### config.mk
export PLATFORM = sky130hd
export DESIGN_NAME = traffic_light_fsm
export DESIGN_NICKNAME = d
export VERILOG_FILES = /design/src/rtl/traffic_pkg.sv /design/src/rtl/tl_down_counter.sv /design/src/rtl/traffic_light_fsm.sv
export SDC_FILE = /design/constraint.sdc
export NUM_CORES = 1
export LEC_CHECK = 0
export ABC_AREA = 1
export BUFFER_PORTS_ARGS = -buffer_cell sky130_fd_sc_hd__buf_2
export CORE_ASPECT_RATIO = 1.5
export CORE_MARGIN = 10
export CORE_UTILIZATION = 54
export CTS_CLUSTER_DIAMETER = 100
export DETAILED_ROUTE_END_ITERATION = 12
export PLACE_DENSITY = 0.77
export SYNTH_ARGS = -nofsm -noshare
export SYNTH_HDL_FRONTEND = slang
export SYNTH_SLANG_ARGS = --single-unit
### constraint.sdc
create_clock -name clk_i -period 2.2 [get_ports clk_i]
set_input_delay 0.33 -clock clk_i [delete_from_list [all_inputs] [get_ports clk_i]]
set_output_delay 0.33 -clock clk_i [all_outputs]
set_load 0.05 [all_outputs]
### src/rtl/traffic_pkg.sv
// Shared state encodings, lamp codes and the Moore lamp decode for the
// two-road traffic light controller.
package traffic_pkg;

   typedef enum logic [2:0] {
      ST_MAIN_GREEN  = 3'd0,
      ST_MAIN_YELLOW = 3'd1,
      ST_ALL_RED_1   = 3'd2,
      ST_SIDE_GREEN  = 3'd3,
      ST_SIDE_YELLOW = 3'd4,
      ST_ALL_RED_2   = 3'd5,
      ST_FLASH       = 3'd6
   } state_e;

   localparam logic [2:0] LAMP_R   = 3'b100;
   localparam logic [2:0] LAMP_Y   = 3'b010;
   localparam logic [2:0] LAMP_G   = 3'b001;
   localparam logic [2:0] LAMP_OFF = 3'b000;

   typedef struct packed {
      logic [2:0] main;
      logic [2:0] side;
      logic       walk;
   } lamps_t;

   function automatic lamps_t decode_lamps(input state_e st, input logic blink);
      lamps_t l;
      l = '{main: LAMP_R, side: LAMP_R, walk: 1'b0};
      case (st)
         ST_MAIN_GREEN:  l.main = LAMP_G;
         ST_MAIN_YELLOW: l.main = LAMP_Y;
         ST_SIDE_GREEN: begin
            l.side = LAMP_G;
            l.walk = 1'b1;
         end
         ST_SIDE_YELLOW: l.side = LAMP_Y;
         ST_FLASH: begin
            l.main = blink ? LAMP_Y : LAMP_OFF;
            l.side = blink ? LAMP_R : LAMP_OFF;
         end
         default: ;
      endcase
      return l;
   endfunction

endpackage

### src/rtl/tl_down_counter.sv
// Loadable down counter for state durations; saturates at zero so it can
// never wrap while a state is being held.
module tl_down_counter #(
   parameter int               CNT_W   = 5,
   parameter logic [CNT_W-1:0] RST_VAL = '0
) (
   input  logic             clk_i,
   input  logic             rst_i,
   input  logic             load_i,
   input  logic [CNT_W-1:0] load_val_i,
   input  logic             dec_i,
   output logic [CNT_W-1:0] value_o,
   output logic             zero_o
);

   logic [CNT_W-1:0] value_q, value_d;

   always_comb begin
      value_d = value_q;
      if (load_i)
         value_d = load_val_i;
      else if (dec_i && (value_q != '0))
         value_d = value_q - 1'b1;
   end

   always_ff @(posedge clk_i or posedge rst_i) begin
      if (rst_i) value_q <= RST_VAL;
      else       value_q <= value_d;
   end

   assign value_o = value_q;
   assign zero_o  = (value_q == '0);

endmodule

### src/rtl/traffic_light_fsm.sv
// Main/side road intersection controller with pedestrian early-exit and
// night flash mode; all outputs are registered Moore decodes of next state.
module traffic_light_fsm
   import traffic_pkg::*;
#(
   parameter int G_MAIN = 10,
   parameter int G_SIDE = 6,
   parameter int Y_TIME = 3,
   parameter int R_ALL  = 1,
   parameter int G_MIN  = 4,
   parameter int CNT_W  = 5
) (
   input  logic             clk_i,
   input  logic             rst_i,
   input  logic             ped_req_i,
   input  logic             night_i,
   output logic [2:0]       main_light_o,
   output logic [2:0]       side_light_o,
   output logic             ped_walk_o,
   output logic [CNT_W-1:0] remain_o,
   output logic [2:0]       state_o
);

   localparam logic [CNT_W-1:0] LD_MAIN = CNT_W'(G_MAIN - 1);
   localparam logic [CNT_W-1:0] LD_SIDE = CNT_W'(G_SIDE - 1);
   localparam logic [CNT_W-1:0] LD_Y    = CNT_W'(Y_TIME - 1);
   localparam logic [CNT_W-1:0] LD_R    = CNT_W'(R_ALL - 1);
   // Main green has run at least G_MIN ticks once cnt drops to this value.
   localparam logic [CNT_W-1:0] PED_THR = CNT_W'(G_MAIN - G_MIN);

   state_e           state_q, state_d;
   logic             ped_pending_q, ped_pending_d;
   logic             blink_q, blink_d;
   logic [2:0]       main_light_q, side_light_q;
   logic             ped_walk_q;
   logic             cnt_ld, cnt_dec, cnt_zero;
   logic [CNT_W-1:0] cnt_ld_val, cnt;
   logic             ped_set, ped_eff;
   lamps_t           lamps_d;

   tl_down_counter #(.CNT_W(CNT_W), .RST_VAL(LD_MAIN)) u_cnt (
      .clk_i      (clk_i),
      .rst_i      (rst_i),
      .load_i     (cnt_ld),
      .load_val_i (cnt_ld_val),
      .dec_i      (cnt_dec),
      .value_o    (cnt),
      .zero_o     (cnt_zero)
   );

   assign ped_set = ped_req_i && (state_q != ST_SIDE_GREEN);
   assign ped_eff = ped_pending_q || ped_set;

   always_comb begin
      state_d = state_q;
      case (state_q)
         ST_MAIN_GREEN:
            if (night_i || (ped_eff && cnt <= PED_THR) || cnt_zero)
               state_d = ST_MAIN_YELLOW;
         ST_MAIN_YELLOW: if (cnt_zero) state_d = ST_ALL_RED_1;
         ST_ALL_RED_1:   if (cnt_zero) state_d = night_i ? ST_FLASH : ST_SIDE_GREEN;
         ST_SIDE_GREEN:  if (night_i || cnt_zero) state_d = ST_SIDE_YELLOW;
         ST_SIDE_YELLOW: if (cnt_zero) state_d = ST_ALL_RED_2;
         ST_ALL_RED_2:   if (cnt_zero) state_d = night_i ? ST_FLASH : ST_MAIN_GREEN;
         ST_FLASH:       if (!night_i) state_d = ST_ALL_RED_2;
         default:        state_d = ST_ALL_RED_2;
      endcase

      // Any state change (including illegal-encoding recovery) reloads the timer.
      cnt_ld  = (state_d != state_q);
      cnt_dec = !cnt_ld;
      case (state_d)
         ST_MAIN_GREEN:                 cnt_ld_val = LD_MAIN;
         ST_SIDE_GREEN:                 cnt_ld_val = LD_SIDE;
         ST_MAIN_YELLOW, ST_SIDE_YELLOW: cnt_ld_val = LD_Y;
         ST_ALL_RED_1, ST_ALL_RED_2:    cnt_ld_val = LD_R;
         default:                       cnt_ld_val = '0;
      endcase

      ped_pending_d = ped_pending_q;
      if (state_d == ST_SIDE_GREEN && state_q != ST_SIDE_GREEN)
         ped_pending_d = 1'b0;
      else if (ped_set)
         ped_pending_d = 1'b1;

      blink_d = 1'b0;
      if (state_d == ST_FLASH)
         blink_d = (state_q == ST_FLASH) ? ~blink_q : 1'b1;

      lamps_d = decode_lamps(state_d, blink_d);
   end

   always_ff @(posedge clk_i or posedge rst_i) begin
      if (rst_i) begin
         state_q       <= ST_MAIN_GREEN;
         ped_pending_q <= 1'b0;
         blink_q       <= 1'b0;
         main_light_q  <= LAMP_G;
         side_light_q  <= LAMP_R;
         ped_walk_q    <= 1'b0;
      end else begin
         state_q       <= state_d;
         ped_pending_q <= ped_pending_d;
         blink_q       <= blink_d;
         main_light_q  <= lamps_d.main;
         side_light_q  <= lamps_d.side;
         ped_walk_q    <= lamps_d.walk;
      end
   end

   assign main_light_o = main_light_q;
   assign side_light_o = side_light_q;
   assign ped_walk_o   = ped_walk_q;
   assign remain_o     = cnt;
   assign state_o      = state_q;

endmodule
==> flow_summary.toml <==
[run_status]
outcome = "finished, final reports clean"

[yosys]
synth_area_leaders = "dfrtp_1 (28%), nand2_1 (13%), dfstp_2 (9.8%), inv_1 (8.4%), nand3_1 (4.6%)"
synth_xor_area_share_pct = 3.252
asyncSetResetFlopFracSynth_pct = 100.0
yosysSeqAreaShare_pct = 37.63
yosys.area.top_type_share_pct = 27.87
synth.most_common_cell = "nand2_1"
ys_ff_latch = 16
netlist_instances = 140
synth_edf_count = 0
syn-num-nets = 147
synth.mux.area_fraction_pct = 0
synth_top_area_cell = "dfrtp_1"
syn_avg_cell_area_um2 = 7.695
ys.flop_type = "dfrtp_1"
synth_top_family_by_area = "simple AND/OR/NAND/NOR gates"
synthDistinctLibCells = 26
synth_area_mm2 = 0.001077
synth_compound_area_share_pct = 6.039
synth_simple_gate_area_share_pct = 38.44
synthTopCellsByCount = "nand2_1 (36), inv_1 (24), dfrtp_1 (12)"
synthAdderAreaFrac_pct = 3.484
ys.warnings.count = 0

[sta]
rsz0062_at_grt = "yes"
drv_slew = 0
layout_worst_path_cycle_share_pct = 91.84
max_slew_margin_pct = 60.24
fin_skew_ps = 2.523
period_minus_slack_ps = 2020
max_slew.worst_pin.slew_ps = 595.7
setup_violations = 0
tns_ps = 0
hold_viol_final = 0
fmax_mhz = 494.9

[global_routing]
grt_start_max_net_pins = 17
grt_pass1_vias = 944
grt_overflow = 0
antenna_found_initial = 0
grt_pass1_wl_mm = 4.098
grt_usage_pct = 11.77

[cts]
cts_tree = "yes"
tritoncts.num_buffers = 3
clkLatencyLatePin_ps = 300
clockRootBuffer = "clkbuf_4"
cts_buffer_depth = 2
clkSinkCount = 16
clk_pin_slew_ps = 100
htree_num_levels = 1

[floorplan]
ios = 19
start_util_pct = 57.36
die_h_um = 74.70
die_x_um = 56.47
rows = 19
die-area_mm2 = 0.004218
coreArea_mm2 = 0.001878

[place]
place_congestion = 0.9203
portBuffers = 18
place_hpwl_mm = 1.906
post-place-cells = 177
place_area_mm2 = 0.001175

[worst_setup_path]
reg2reg_to = "u_cnt.value_o[0]"
arrival_ps = 2260
cp-end-kind = "flip-flop"
r2r.worst_path.cells = 14
critPathKind = "reg2reg"
reg2reg_slack_ps = 180
r2r_start = "u_cnt.value_o[0]"
cp_max_fo = 7
required_ps = 2440
start_kind = "flip-flop"

[layout]
n_antenna_cell = 0
fill_cells = 172
stdcell_area_mm2 = 0.001221
fin_nets = 169
fin_cells = 182
drive_gt1_share_pct = 31.68
syn2layout_area_growth_pct = 13.36

[routing]
drt_iter0_markers = 22
drc = 0
met2_length_mm = 1.294
first_pass_iters = 4
routed.top_layer = "met4"
wl_mm = 2.451
routedWlPerCell_um = 13.47
route.vias.total = 923
viasPerCell = 5.071
wl_met1_um = 969
drtAntennaViolNets = 0
met3_length_um = 126

[min_path]
hp-class = "in2async"

[run]
cap_violations = 0
==> stage by stage <==
step	worst slack, ps	utilization (%)	hold WS (ps)
after global placement	227.6	62.56	422.7
after floorplan	94.95	-	240.9
final	179.6	65.02	80.06
after global routing	-4.406	65.02	114.9
after CTS	183.1	64.49	100.2
after detailed placement	199.9	62.56	426.2
==> layout by cell type (no fill, tap or decap), types with 2 or more instances in the layout <==
cell	instances
xor2_1	4
o21ai_0	2
nand3_1	10
dfstp_2	4
inv_1	24
o21ai_1	4
nand4_1	2
nand2_1	35
nor2_1	11
nand2_2	7
buf_2	18
nor2_4	3
nand3_4	2
clkbuf_4	3
dfrtp_1	12
nand3_2	4
ha_1	3
inv_2	3
==> how the worst max path moves through the flow <==
stage | from | endpoint | slack [ps] | cells past startpoint
2_1_floorplan | u_cnt.value_o[0] | main_light_o[2] | 90 | 14
3_3_place_gp | u_cnt.value_o[0] | main_light_o[2] | 230 | 14
3_5_place_dp | u_cnt.value_o[0] | u_cnt.value_o[1] | 200 | 14
4_1_cts | u_cnt.value_o[0] | u_cnt.value_o[1] | 180 | 14
5_1_grt | u_cnt.value_o[0] | main_light_o[2] | -4 | 14
6_report | u_cnt.value_o[0] | u_cnt.value_o[0] | 180 | 14
==> layer usage <==
layer | vias up | global-route usage, %
met5 | - | 0
met4 | 0 | 6.434
met3 | 7 | 2.862
met2 | 21 | 21.15
met1 | 423 | 12.35
li1 | 472 | -
==> sequential cells by signal, summed over array words and instances (netlist names) <==
register and count:
u_cnt.value_o 5, blink_q 1, state_o 3, main_light_o 3, side_light_o 3, ped_pending_q 1
==> worst max-delay path: stages (launching register included) <==
cell and delay [ps]:
dfstp_2 540, inv_1 90, ha_1 230, inv_1 60, nor2_1 50, nand2_2 120
buf_4 140, nand2_1 50, nand3_2 70, nand3_4 100, nor2_1 160, nand3_1 130
nand2_1 80, nor2_1 40, nor2_1 80
==> cell families after synthesis <==
family                     after synthesis
adders and majority gates                3
buffers and inverters                   29
xor gates and xnor gates                 4
and+or+nand+nor                         78
DFF                                     16
AOI/OAI and AO/OA                       10
==> what timing repair did <==
action                     4_1_cts  5_1_grt
gates resized for setup          0        1
setup endpoints to repair        0        4
hold buffers                     0        0
buffers inserted                 0        1
==> cell type report <==
| type | count | area (um2) | share of cell area (%) |
|---|---|---|---|
| repair buffers | 19 | 97.59 | 7.992 |
| inverters | 27 | 101.3 | 8.299 |
| clock buffers | 4 | 36.28 | 2.971 |
| multi-input cells | 95 | 554.3 | 45.39 |
| flip-flops and latches | 16 | 405.4 | 33.20 |
| well taps | 21 | 26.28 | 2.152 |
Power is left out: the tool's default activity adds up to more than one toggle a clock period on the data nets, which glitch-free logic cannot reach.
